### src/rtl/chu_spi_core_if.sv
// MMIO slot bus for one I/O core: select, strobes, register address and data.
// The master side is the mmio subsystem; the core sits on the slave side.
interface chu_spi_core_if;
  logic        cs;
  logic        read;
  logic        write;
  logic [4:0]  addr;
  logic [31:0] rd_data;
  logic [31:0] wr_data;

  modport master (output cs, output read, output write, output addr, output wr_data, input rd_data);
  modport slave  (input cs, input read, input write, input addr, input wr_data, output rd_data);
endinterface

### src/rtl/chu_spi_core.sv
// SPI master MMIO core: full-duplex 8-bit transfers, programmable SCLK divisor,
// software-driven active-low slave selects, received byte plus ready on read.
module chu_spi_core #(
  parameter int S = 1
) (
  input  logic          i_clk,
  input  logic          i_reset,
  chu_spi_core_if.slave bus,
  output logic          o_spi_sclk,
  output logic          o_spi_mosi,
  input  logic          i_spi_miso,
  output logic [S-1:0]  o_spi_ss_n
);

  typedef enum logic [1:0] {IDLE = 2'd0, CPHA_DLY = 2'd1, P0 = 2'd2, P1 = 2'd3} state_t;

  state_t       r_state, w_state_next;
  logic [15:0]  r_c, r_dvsr;
  logic [2:0]   r_n;
  logic [7:0]   r_tx, r_rx_sh, r_rx;
  logic         r_cpol, r_cpha, r_sclk, r_mosi;
  logic [S-1:0] r_ss_n;
  logic [17:0]  r_ctrl;

  logic w_wr, w_start, w_h_done, w_ready, w_p, w_sclk_next;
  logic w_shift_rx, w_shift_tx, w_done;
  logic w_unused;

  assign w_wr     = bus.cs & bus.write;
  assign w_start  = w_wr & (bus.addr == 5'd2) & w_ready;
  assign w_h_done = (r_c == r_dvsr);
  assign w_unused = &{1'b0, bus.read, bus.wr_data[31:18]};

  assign bus.rd_data = {23'd0, w_ready, r_rx};
  assign o_spi_sclk  = r_sclk;
  assign o_spi_mosi  = r_mosi;
  assign o_spi_ss_n  = r_ss_n;

  // State register.
  always_ff @(posedge i_clk) begin
    if (i_reset) begin
      r_state <= IDLE;
    end else begin
      r_state <= w_state_next;
    end
  end

  // Next-state logic; every phase lasts dvsr+1 cycles.
  always_comb begin
    w_state_next = r_state;
    case (r_state)
      IDLE: begin
        if (w_start) w_state_next = r_ctrl[17] ? CPHA_DLY : P0;
        else         w_state_next = IDLE;
      end
      CPHA_DLY: begin
        if (w_h_done) w_state_next = P0;
        else          w_state_next = CPHA_DLY;
      end
      P0: begin
        if (w_h_done) w_state_next = P1;
        else          w_state_next = P0;
      end
      P1: begin
        if (w_h_done) w_state_next = (r_n == 3'd7) ? IDLE : P0;
        else          w_state_next = P1;
      end
      default: w_state_next = IDLE;
    endcase
  end

  // Output decode: ready flag, datapath strobes and the next SCLK level.
  always_comb begin
    w_ready     = (r_state == IDLE);
    w_p         = ((r_state == P1) & ~r_cpha) | ((r_state == P0) & r_cpha);
    w_shift_rx  = (r_state == P0) & w_h_done;
    w_shift_tx  = (r_state == P1) & w_h_done & (r_n != 3'd7);
    w_done      = (r_state == P1) & w_h_done & (r_n == 3'd7);
    if (r_state == IDLE) w_sclk_next = r_ctrl[16];
    else                 w_sclk_next = r_cpol ? ~w_p : w_p;
  end

  // Software registers, shift registers and counters.
  always_ff @(posedge i_clk) begin
    if (i_reset) begin
      r_ss_n  <= '1;
      r_ctrl  <= 18'd0;
      r_c     <= 16'd0;
      r_dvsr  <= 16'd0;
      r_n     <= 3'd0;
      r_tx    <= 8'd0;
      r_rx_sh <= 8'd0;
      r_rx    <= 8'd0;
      r_cpol  <= 1'b0;
      r_cpha  <= 1'b0;
      r_sclk  <= 1'b0;
      r_mosi  <= 1'b0;
    end else begin
      r_sclk <= w_sclk_next;
      if (w_wr && (bus.addr == 5'd1)) r_ss_n <= bus.wr_data[S-1:0];
      if (w_wr && (bus.addr == 5'd3)) r_ctrl <= bus.wr_data[17:0];
      // Timing parameters are frozen per transfer so ctrl writes only affect the next one.
      if (w_start) begin
        r_tx   <= bus.wr_data[7:0];
        r_n    <= 3'd0;
        r_c    <= 16'd0;
        r_dvsr <= r_ctrl[15:0];
        r_cpol <= r_ctrl[16];
        r_cpha <= r_ctrl[17];
      end else if (r_state != IDLE) begin
        r_mosi <= r_tx[7];
        r_c    <= w_h_done ? 16'd0 : r_c + 16'd1;
        if (w_shift_rx) r_rx_sh <= {r_rx_sh[6:0], i_spi_miso};
        if (w_shift_tx) begin
          r_tx <= {r_tx[6:0], 1'b0};
          r_n  <= r_n + 3'd1;
        end
        if (w_done) r_rx <= r_rx_sh;
      end
    end
  end

endmodule

### src/flat_wrapper.sv
// flat-port wrapper written by rule: the top's interface ports become plain ports
module chu_spi_core_flat 
#(
  parameter int S = 1
)
  (i_clk, i_reset, o_spi_sclk, o_spi_mosi, i_spi_miso, o_spi_ss_n, bus_cs, bus_read, bus_write, bus_addr, bus_wr_data, bus_rd_data);
  chu_spi_core_if bus_i ();
  input  logic i_clk;
  input  logic i_reset;
  output logic o_spi_sclk;
  output logic o_spi_mosi;
  input  logic i_spi_miso;
  output logic [S-1:0] o_spi_ss_n;
  input wire logic [$bits(bus_i.cs)-1:0] bus_cs;
  input wire logic [$bits(bus_i.read)-1:0] bus_read;
  input wire logic [$bits(bus_i.write)-1:0] bus_write;
  input wire logic [$bits(bus_i.addr)-1:0] bus_addr;
  input wire logic [$bits(bus_i.wr_data)-1:0] bus_wr_data;
  output wire logic [$bits(bus_i.rd_data)-1:0] bus_rd_data;
  assign bus_i.cs = bus_cs;
  assign bus_i.read = bus_read;
  assign bus_i.write = bus_write;
  assign bus_i.addr = bus_addr;
  assign bus_i.wr_data = bus_wr_data;
  assign bus_rd_data = bus_i.rd_data;
  chu_spi_core #(.S(S)) u_core (.i_clk(i_clk), .i_reset(i_reset), .bus(bus_i), .o_spi_sclk(o_spi_sclk), .o_spi_mosi(o_spi_mosi), .i_spi_miso(i_spi_miso), .o_spi_ss_n(o_spi_ss_n));
endmodule
### config.mk
export PLATFORM = sky130hd
export DESIGN_NAME = chu_spi_core_flat
export DESIGN_NICKNAME = d
export VERILOG_FILES = /design/src/rtl/chu_spi_core_if.sv /design/src/rtl/chu_spi_core.sv /design/src/flat_wrapper.sv
export SDC_FILE = /design/constraint.sdc
export NUM_CORES = 1
export LEC_CHECK = 0
export ABC_AREA = 1
export CORE_MARGIN = 4
export CORE_UTILIZATION = 40
export DETAILED_ROUTE_END_ITERATION = 10
export SLEW_MARGIN = 10
export SYNTH_ARGS = -nofsm -noshare
export SYNTH_HDL_FRONTEND = slang
export SYNTH_SLANG_ARGS = --single-unit
### constraint.sdc
create_clock -name i_clk -period 2.29 [get_ports i_clk]
set_input_delay 0.458 -clock i_clk [delete_from_list [all_inputs] [get_ports i_clk]]
set_output_delay 0.458 -clock i_clk [all_outputs]
set_load 0.1 [all_outputs]
; ---- After elaboration in Yosys (flattened, before gate mapping)
; Index checks and enable logic that the tools add are counted.
[classes]
reduce_logical = 12
n_eq_ne = 9
add_sub_neg = 2
bitwise = 13
muxes = 13
[op_table]
columns = op, count
row1 = 2-to-1 mux 8 bit, 3
row2 = adder 16 x 1 -> 16 bit (second input constant), 1
row3 = equality test 16 bit, 1
row4 = 2-to-1 mux 16 bit, 1
row5 = equality test 5 x 2 -> 1 bit (second input constant), 2
row6 = 2-to-1 mux 2 bit, 5
row7 = bitwise AND 1 bit, 9
row8 = one-hot mux 2 bit (4 select lines), 1
row9 = AND reduction 2 bit, 3
row10 = AND reduction 3 bit, 2
row11 = nonzero test 2 bit, 3
row12 = equality test 5 x 1 -> 1 bit (second input constant), 1
row13 = equality test 2 bit (second input constant), 2
row14 = adder 3 x 1 -> 3 bit (second input constant), 1
row15 = equality test 3 bit (second input constant), 1
row16 = 2-to-1 mux 1 bit, 3
row17 = != test 3 bit (second input constant), 1
row18 = inverter 1 bit, 3
row19 = equality test 2 x 1 -> 1 bit (second input constant), 1
row20 = logical AND 1 bit, 2
row21 = logical NOT 2 bit, 1
row22 = OR reduction 2 bit, 1
row23 = OR 1 bit, 1
[totals]
elab_cells = 62
regBits = 84
in_bits = 43
out_inout_bits = 35

; ---- Depth between registers and ports, before layout
; Gate-level depths: netlist (run 1).
[logic_depth]
word_depth = 6
ltp_mapped = 12
depth_no_buf = 12

; ---- Least setup slack after synthesis (run 1)
; No wires, ideal clock.
[synth_timing]
kind = register to output
start = reg u_core.r_state[1]
end = out bus_rd_data[8]
setup_slack_ns = 0.653
required_ns = 1.832
path_stages_with_launch = 6
arrival_time_ns = 1.179
path_buffers = 2
path_cell_list = dfxtp_1 > inv_1 > nand2_2 > inv_1 > clkbuf_1 > buf_4
[synth_between]
elab_chain_len = 1
[synth_lines]
columns = item, line
row1 = from (decl), chu_spi_core.sv:17  ; state_t r_state, w_state_next;
row2 = from (signal assigned), chu_spi_core.sv:44  ; r_state <= w_state_next;
row3 = logical NOT 2 bit, chu_spi_core.sv:74  ; w_ready = (r_state == IDLE);
row4 = to (decl), flat_wrapper.sv:19  ; output wire logic [$bits(bus_i.rd_data)-1:0] bus_rd_data;
; Every way passes these cells.

; ---- Worst setup path after layout (run 1)
; Ends and elaborated chain as after synthesis.

==> results of run 1 <==
## registers in the layout (all words and copies together) (netlist names)
name,count
u_core.o_spi_ss_n,1
u_core.r_dvsr,16
u_core.r_n,3
u_core.o_spi_sclk,1
u_core.r_state,2
u_core.r_cpol,1
u_core.r_rx,8
u_core.r_tx,8
u_core.r_ctrl,18
u_core.r_c,16
u_core.o_spi_mosi,1
u_core.r_rx_sh,8
u_core.r_cpha,1
## final timing paths
kind / end / from / cells past startpoint / slack (ps)
hold / removal: u_core.o_spi_mosi / u_core.r_tx[7] / 2 / 460
setup reg to reg: u_core.r_c[15] / u_core.r_c[3] / 9 / 430
hold reg to reg: u_core.o_spi_mosi / u_core.r_tx[7] / 2 / 460
setup / recovery: bus_rd_data[8] / u_core.r_state[1] / 4 / 260
## kinds of logic (layout without fill, tap and decap cells)
kind of cell,count (synthesis),after routing,share of synthesized area (%)
adders and majority gates,3,3,0.969
DFF,84,84,43.4
other,1,23,0.0968
AOI/OAI and AO/OA,101,101,13.4
buffers and inverters,102,121,13.0
and+or+nand+nor,235,235,26.8
xor gates and xnor gates,10,10,2.26
## critical path, cell delays in order (launching register included)
cell,delay [ps]
sky130_fd_sc_hd__dfxtp_1,340
sky130_fd_sc_hd__inv_1,100
sky130_fd_sc_hd__nand2_2,150
sky130_fd_sc_hd__inv_1,400
sky130_fd_sc_hd__buf_12,240
## layer usage
| layer | up-vias | track usage [%] |
|---|---|---|
| met3 | 7 | 3.52 |
| met2 | 59 | 21.3 |
| met1 | 1366 | 20.3 |
| met5 | - | 0 |
| met4 | 0 | 4.72 |
| li1 | 1723 | - |
## cell type report
cell class / instances / area [um^2]
clock buffer: 10 / 138
timing repair buffer: 45 / 418
inverter: 60 / 225
tap: 129 / 161
multi-input combinational: 372 / 1770
fill: 936 / 4860
clock inverter: 6 / 71.3
sequential: 84 / 1680
## metrics by stage
| stage | total power, uW | instances |
|---|---|---|
| detailed placement | 1850 | 690 |
| finish | 2910 | 706 |
| CTS | 2950 | 706 |
| global placement | 1850 | 690 |
| global route | 3030 | 706 |
| floorplan | 1810 | 558 |
## power by group
group	internal [uW]	total, uW	switching, uW
Clock	543	1090	551
Sequential	1470	1470	5.13
Combinational	73.6	340	266
## layout by cell type, fill, tap and decap left out, types with 2 or more instances in the layout
master and n:
sky130_fd_sc_hd__a21oi_1 39, sky130_fd_sc_hd__buf_4 17, sky130_fd_sc_hd__clkbuf_8 10, sky130_fd_sc_hd__clkdlybuf4s50_1 27, sky130_fd_sc_hd__clkinvlp_4 2, sky130_fd_sc_hd__conb_1 23
sky130_fd_sc_hd__dfxtp_1 84, sky130_fd_sc_hd__ha_1 3, sky130_fd_sc_hd__inv_1 51, sky130_fd_sc_hd__inv_2 9, sky130_fd_sc_hd__inv_6 2, sky130_fd_sc_hd__nand2_1 100
sky130_fd_sc_hd__nand2_2 3, sky130_fd_sc_hd__nand2_4 2, sky130_fd_sc_hd__nand3_1 17, sky130_fd_sc_hd__nand4_1 3, sky130_fd_sc_hd__nand4_4 2, sky130_fd_sc_hd__nor2_1 88
sky130_fd_sc_hd__nor2_2 3, sky130_fd_sc_hd__nor2_4 2, sky130_fd_sc_hd__nor3_1 7, sky130_fd_sc_hd__nor3_2 2, sky130_fd_sc_hd__nor3b_1 4, sky130_fd_sc_hd__o211ai_1 2
sky130_fd_sc_hd__o21ai_0 56, sky130_fd_sc_hd__xor2_1 10
==> impl_metrics.tcl, run 1 <==
set metrics [dict create \
    static_leakage_uw 0.00183 \
    grt_util_all_layers_pct 14.3 \
    synthCells 536 \
    hold_ws_ps 458 \
    cts_tree "built" \
    yosys-top-cells-area "sky130_fd_sc_hd__dfxtp_1, sky130_fd_sc_hd__nand2_1, sky130_fd_sc_hd__nor2_1" \
    dr_total_vias 3155 \
    cts_made_buffers 9 \
    run_status "completed" \
    synth_top_cell_area_share_pct 43.4 \
    criticalPathCategory "reg -> out" \
    worstMarginPinSlew_ps 613 \
    synth_commonest_cells "sky130_fd_sc_hd__nand2_1, sky130_fd_sc_hd__nor2_1, sky130_fd_sc_hd__dfxtp_1" \
    insertion_delay_ps 350 \
    detailedRoute.firstPassIterationCount 4 \
    placeableCoreArea_um2 9330 \
    hold_viol_final 0 \
    clkSinkCount 84 \
    cap_viol_max_count 0 \
    finalCoreUtilization_pct 47.9 \
    avgRoutedWirePerCell_um 11.0 \
    summed_instance_area_of_the_synthesized_netlist_um2 3870 \
    die_height_um 106 \
    routabilityCongestion 0.815 \
    max_slew_violation_count 0 \
    cellPowerDensity_nw_per_um2 651 \
    post_drt_via_cell_ratio 4.47 \
    vias_in_the_first_global_route 2799 \
    path_clk_slew_ps 80 \
    peakVddDrop_uv 371 \
    dominantRegCellSynth "sky130_fd_sc_hd__dfxtp_1" \
    dp_slack_ps 205 \
    drive_above_1_share_pct 10.4 \
    num_rows 35 \
    routedLengthMet1_um 3800 \
    post_cts_buffers 0 \
    remaining_drc_errors 0 \
    detailed_place.area_um2 4260 \
    routed.top_layer "met4" \
    maxSlewHeadroom_pct 59.2 \
    grt_max_degree 54 \
    timing.critical_path.from_type "flip-flop" \
    grt_pass1_wl_um 13200 \
    worstSetupEndpointType "primary output" \
    worst_ep_required_time_ps 1830 \
    unrepaired_setup_endpoints_after_global_routing "no" \
    grt_antenna_before_repair 0 \
    fin_crit_sh_pct 88.8 \
    timing.final.setup_violations 0 \
    post-route-cell-area_um2 4470 \
    skew_ps 10.8 \
    met3RoutedLength_um 425 \
    async_reset_ff_share_pct 0 \
    grt_overflow_total 0 \
    htree_num_levels 3 \
    layout-area-overhead-vs-synth_pct 15.3 \
    yosys.cell_count.top_type "sky130_fd_sc_hd__nand2_1" \
    synth_top_area_cell "sky130_fd_sc_hd__dfxtp_1" \
    hold_path_class "reg -> reg" \
    io_pins 78 \
    ys.warnings.count 0 \
    port_buffers 39 \
    yosys.cell_types.count 32 \
    count_of_antenna_diodes_in_the_layout 0 \
    post_cts_resized 0 \
    detailedPlacementHpwl_um 5520 \
    ys_ff_latch 84 \
    initialDrtViolationCount 112 \
    post-route-min-period_ps 2030 \
    critPathArrivalTime_ps 1580 \
    postCtsHoldBufs 0 \
    nets 618 \
    tns_ps 0 \
    met2_wirelength_um 3500 \
    route.final.wire_length_um 7790 \
    design.die.area_um2 11300 \
    achievable-frequency_mhz 492 \
    route.antenna.remaining_nets 0 \
    timing.final.ws_setup_ps 257 \
    post_synthesis_mean_instance_area_um2 7.22 \
    clk_root_buffer_cell "sky130_fd_sc_hd__clkbuf_8" \
    timing.critical_path.fanout_max 12 \
    floorplan.die.width_um 106 \
    synth_seq_area_share_pct 43.4 \
    synth_edf_count 0 \
    clock_path_buffers 2 \
    initial_core_util_pct 41.5 \
]
Power figures use the tool's default switching activity.
==> run 2, diff against run 1 <==
--- a/config.mk
+++ b/config.mk
@@ -9,4 +9,5 @@
 export CORE_MARGIN = 4
-export CORE_UTILIZATION = 40
+export CORE_UTILIZATION = 55
 export DETAILED_ROUTE_END_ITERATION = 10
+export PLACE_DENSITY = 0.85
 export SLEW_MARGIN = 10
==> constraint.sdc (replaced) <==
create_clock -name i_clk -period 2.29 [get_ports i_clk]
set_input_delay 0.5725 -clock i_clk [delete_from_list [all_inputs] [get_ports i_clk]]
set_output_delay 0.5725 -clock i_clk [all_outputs]
set_load 0.1 [all_outputs]
==> run 2 against run 1 <==
Against the previous run:
- global-route usage rose by 5.2 points
- first-iteration DRC count increased by 140%
- fmax fell by 5.5%
- non-clock buffer count unchanged
- largest cell class unchanged
==> impl_metrics.tcl, run 2 (synthesis gave the netlist of run 1 again) <==
set metrics [dict create \
    clk_root_buffer_cell "sky130_fd_sc_hd__clkbuf_8" \
    mostFrequentLayoutCell "sky130_fd_sc_hd__nand2_1" \
    io_pins 78 \
    vias_in_the_first_global_route 3053 \
    cpMaxStageDelayCell "sky130_fd_sc_hd__inv_1" \
    port_buffers 39 \
    route.antenna.remaining_nets 0 \
    timing.critical_path.cells "inv_1 -> nand2_2 -> inv_1 -> buf_12" \
    timing.critical_path.from_type "flip-flop" \
    avgRoutedWirePerCell_um 11.7 \
    routabilityCongestion 0.791 \
    multiInputGateArea_um2 1770 \
    seq_area_um2 1680 \
    timing.final.setup_violations 0 \
    worst_ep_required_time_ps 1720 \
    peakVddDrop_uv 559 \
    post-route-min-period_ps 2150 \
    dr_total_vias 3371 \
    max_flop_register "u_core.r_ctrl" \
    layout-area-overhead-vs-synth_pct 14.8 \
    grt_overflow_total 0 \
    criticalPathCategory "reg -> out" \
    count_of_fill_cells_added_during_filler_insertion 583 \
    postCtsHoldBufs 0 \
    critPathArrivalTime_ps 1580 \
    timing.critical_path.fanout_max 12 \
    detailedPlacementHpwl_um 5570 \
    grt_antenna_before_repair 0 \
    num_rows 30 \
    cap_viol_max_count 0 \
    hold_ws_ps 470 \
    detailedRoute.firstPassIterationCount 5 \
    run_status "completed" \
    grt_pass1_wl_um 13400 \
    design.die.area_um2 8450 \
    cts_tree "built" \
    post_drt_via_cell_ratio 5.02 \
    skew_ps 8.61 \
    initial_core_util_pct 56.7 \
    clkSinkCount 84 \
    drive_above_1_share_pct 10.1 \
    remaining_drc_errors 0 \
    final_cell_mix "sky130_fd_sc_hd__nand2_1, sky130_fd_sc_hd__nor2_1, sky130_fd_sc_hd__dfxtp_1" \
    unrepaired_setup_endpoints_after_global_routing "no" \
    grt_max_degree 54 \
    grt_util_all_layers_pct 19.6 \
    cellPowerDensity_nw_per_um2 644 \
    largest_registers "u_core.r_ctrl (18), u_core.r_c (16), u_core.r_dvsr (16)" \
    path_clk_slew_ps 80 \
    maxSlewHeadroom_pct 56.3 \
    worstSetupEndpointType "primary output" \
    max_slew_violation_count 0 \
    cts_made_buffers 9 \
    post_cts_buffers 0 \
    route.final.wire_length_um 7840 \
    nets 618 \
    floorplan.die.width_um 91.9 \
    worstMarginPinSlew_ps 656 \
    initialDrtViolationCount 269 \
    post_cts_resized 0 \
    hold_path_class "reg -> reg" \
    clock_path_buffers 2 \
    static_leakage_uw 0.00184 \
    tns_ps 0 \
    largest_register_ff_count 18 \
    fin_crit_sh_pct 93.9 \
    die_height_um 91.9 \
    htree_num_levels 3 \
    placeableCoreArea_um2 6830 \
    crit_path_frequent_cell "sky130_fd_sc_hd__inv_1" \
    design_power_total_uw 2860 \
    hold_viol_final 0 \
    count_of_antenna_diodes_in_the_layout 0 \
    achievable-frequency_mhz 465 \
    insertion_delay_ps 360 \
    cpPeakStageDelay_ps 400 \
]
==> run 2: changes by cell type in the layout (fill, tap and decap cells not counted) <==
cell                       change
sky130_fd_sc_hd__buf_12        +3
sky130_fd_sc_hd__buf_4         -3
sky130_fd_sc_hd__clkbuf_1      +1
sky130_fd_sc_hd__clkinv_2      +1
sky130_fd_sc_hd__clkinv_4      -1
sky130_fd_sc_hd__inv_6         -2
==> run 2: critical path: cells and delay by family (launching register included) <==
kind                   cells  cell delay [ps]
DFF                        1              340
buffers and inverters      3              750
and+or+nand+nor            1              150
==> run 2: report_power, final <==
part	total, uW	switching (uW)	internal, uW
clock	1050	522	526
sequential	1470	5.30	1470
combinational	342	265	76.5
total	2860	793	2070
==> run 2: per-layer routing <==
metal,GRT usage (%),share of wire (%),vias up,routed length (um)
met5,0,0,-,0
met4,8.66,1.5,0,119
li1,-,-,1720,-
met1,23.6,43,1553,3410
met2,34.2,50,84,3940
met3,3.04,4.6,14,363
==> run 2: cell type report <==
type                            instances  share of cell area [%]
Multi-Input combinational cell        372                    39.8
Inverter                               60                    5.07
Sequential cell                        84                    37.8
Clock buffer                           11                    3.18
Clock inverter                          4                    1.13
Tap cell                               96                    2.70
Timing Repair Buffer                   45                    10.2
==> run 2: through the flow <==
stage	utilization [%]	instance area, um^2	setup slack, ps	std cells
2_1_floorplan	-	3960	538	558
3_3_place_gp	62.3	4250	69.8	657
3_5_place_dp	62.3	4250	47.1	657
4_1_cts	65.1	4440	117	672
5_1_grt	65.1	4440	12.7	672
6_report	65.1	4440	139	672
==> run 2: final timing paths <==
path                     startpoint                end  slack, ps  depth (start not counted)
setup / recovery  u_core.r_state[1]     bus_rd_data[8]        140                          4
hold / removal    u_core.r_rx_sh[7]  u_core.r_rx_sh[7]        470                          2
setup reg to reg      u_core.r_c[9]     u_core.r_c[12]        410                          9
hold reg to reg   u_core.r_rx_sh[7]  u_core.r_rx_sh[7]        470                          2
==> run 3, diff against run 2 <==
- CORE_UTILIZATION: 55 -> 45
- PLACE_DENSITY: 0.85 -> 0.71
==> run 3 against run 2 <==
Against the previous run:
- clock-buffer cell count increased by 1
- first-iteration DRC count decreased by 52%
- global-route usage decreased by 3.3 points
- combinational power about the same
- via count decreased by 2.7%
- cell area decreased by 0.34%
==> impl_metrics.tcl, run 3 (synthesis gave the netlist of run 1 again) <==
set metrics [dict create \
    cellPowerDensity_nw_per_um2 620 \
    post-route-cell-area_um2 4430 \
    worst_ep_required_time_ps 1720 \
    largest_register_ff_count 18 \
    grt_pass1_wl_um 13300 \
    holdPathEnd "u_core.o_spi_mosi" \
    grt_max_degree 55 \
    layout-area-overhead-vs-synth_pct 14.4 \
    path_delay_family "buffers and inverters" \
    worstHoldPathCells 2 \
    routabilityCongestion 0.883 \
    grt_util_all_layers_pct 16.3 \
    timing.rr.end "u_core.r_c[15]" \
    count_of_antenna_diodes_in_the_layout 0 \
    dp_slack_ps -27.1 \
    hold_viol_final 0 \
    criticalPathCategory "reg -> out" \
    drive_above_1_share_pct 10.2 \
    num_rows 33 \
    worstMarginPinSlew_ps 660 \
    placeableCoreArea_um2 8300 \
    path_clk_slew_ps 80 \
    route.antenna.remaining_nets 0 \
    hold_path_class "reg -> reg" \
    io_pins 78 \
    cap_viol_max_count 0 \
    post_drt_via_cell_ratio 4.80 \
    max_flop_register "u_core.r_ctrl" \
    cts_made_buffers 9 \
    cp.buffers_inverters 3 \
    post_cts_buffers 0 \
    maxSlewHeadroom_pct 56.0 \
    skew_ps 8.12 \
    remaining_drc_errors 0 \
    dr_total_vias 3281 \
    detailedPlacementHpwl_um 5610 \
    grt_util_met3_pct 3.46 \
    largest_registers "u_core.r_ctrl (18), u_core.r_c (16), u_core.r_dvsr (16)" \
    clock_path_buffers 2 \
    timing.critical_path.from_type "flip-flop" \
    peakVddDrop_uv 353 \
    timing.reg2reg.worst_path_depth 9 \
    r2r_start "u_core.r_c[0]" \
    postCtsHoldBufs 0 \
    clk_root_buffer_cell "sky130_fd_sc_hd__clkbuf_8" \
    port_buffers 39 \
    mostFrequentLayoutCell "sky130_fd_sc_hd__nand2_1" \
    run_status "completed" \
    critPathArrivalTime_ps 1590 \
    route.final.wire_length_um 7750 \
    grt_overflow_total 0 \
    design.die.area_um2 10200 \
    timing.final.ws_setup_ps 132 \
    timing.final.setup_violations 0 \
    timing.critical_path.fanout_max 12 \
    insertion_delay_ps 340 \
    static_leakage_uw 0.00183 \
    post-route-min-period_ps 2160 \
    die_height_um 101 \
    avgRoutedWirePerCell_um 11.3 \
    achievable-frequency_mhz 463 \
    fin_crit_sh_pct 94.3 \
    detailed_place.area_um2 4260 \
    unrepaired_setup_endpoints_after_global_routing "no" \
    design_power_total_uw 2740 \
    floorplan.die.width_um 101 \
    initialDrtViolationCount 130 \
    grt_antenna_before_repair 0 \
    cpMaxStageDelayCell "sky130_fd_sc_hd__inv_1" \
    final_cell_mix "sky130_fd_sc_hd__nand2_1, sky130_fd_sc_hd__nor2_1, sky130_fd_sc_hd__dfxtp_1" \
    htree_num_levels 3 \
    count_of_fill_cells_added_during_filler_insertion 797 \
    initial_core_util_pct 46.7 \
    cpPeakStageDelay_ps 420 \
    grt_use_met1_pct 21.1 \
    groute.layer.met2.usage_pct 26.1 \
    timing.critical_path.cells "inv_1 -> nand2_2 -> inv_1 -> buf_12" \
    busiest_layer "met2" \
    crit_path_frequent_cell "sky130_fd_sc_hd__inv_1" \
    detailedRoute.firstPassIterationCount 4 \
    hold_ws_ps 468 \
    clkSinkCount 84 \
    vias_in_the_first_global_route 3012 \
    origin_of_the_worst_min_delay_path "u_core.r_tx[7]" \
    worstSetupEndpointType "primary output" \
    cts_tree "built" \
    post_cts_resized 0 \
    nets 619 \
    critPathLaunch "u_core.r_state[1]" \
    max_slew_violation_count 0 \
    register_to_register_setup_slack_ps 390 \
]
==> run 3: cell count changes in the layout (fill, tap and decap cells not counted) <==
| cell | delta |
|---|---|
| sky130_fd_sc_hd__buf_12 | -1 |
| sky130_fd_sc_hd__bufinv_16 | -1 |
| sky130_fd_sc_hd__clkbuf_1 | +1 |
| sky130_fd_sc_hd__buf_4 | +2 |
| sky130_fd_sc_hd__clkinv_2 | +1 |
==> run 3: worst max path at each step <==
stage,cells after the start,slack [ps],end
after CTS,4,110,bus_rd_data[8]
after global routing,4,30,bus_rd_data[8]
final,4,130,bus_rd_data[8]
after detailed placement,10,-30,u_core.r_tx[3]
after global placement,10,30,u_core.r_tx[4]
after floorplan,5,540,bus_rd_data[8]
==> run 3: per-layer routing <==
metal  part of all wire, %  up-vias
met5                     0        -
met2                    47       81
li1                      -     1725
met3                   5.4        6
met4                  0.90        0
met1                    47     1469
==> run 3: final cells by class <==
cell class	count	area (um^2)	area share (%)
well taps	105	131	2.97
inverters	60	225	5.08
clock inverters	4	25.0	0.565
repair buffers	46	450	10.2
clock buffers	12	145	3.28
flip-flops and latches	84	1680	38.0
multi-input cells	372	1770	40.0
==> run 3: worst min-delay path: cells and delay by family (launching register included) <==
kind            cells  cell delay (ps)
flops               1              300
buf+inv             1               60
compound gates      1               60
==> run 3: power by group <==
| part | total, uW | internal, uW | switching, uW |
|---|---|---|---|
| Clock | 929 | 421 | 508 |
| Sequential | 1470 | 1470 | 5.29 |
| Combinational | 343 | 77.4 | 265 |
==> run 3: through the flow <==
step	TNS (ps)	util [%]	instances
after floorplan	0	-	558
after global placement	0	51.3	667
after detailed placement	-70.4	51.3	667
after CTS	0	53.4	683
after global routing	0	53.4	683
final	0	53.4	683
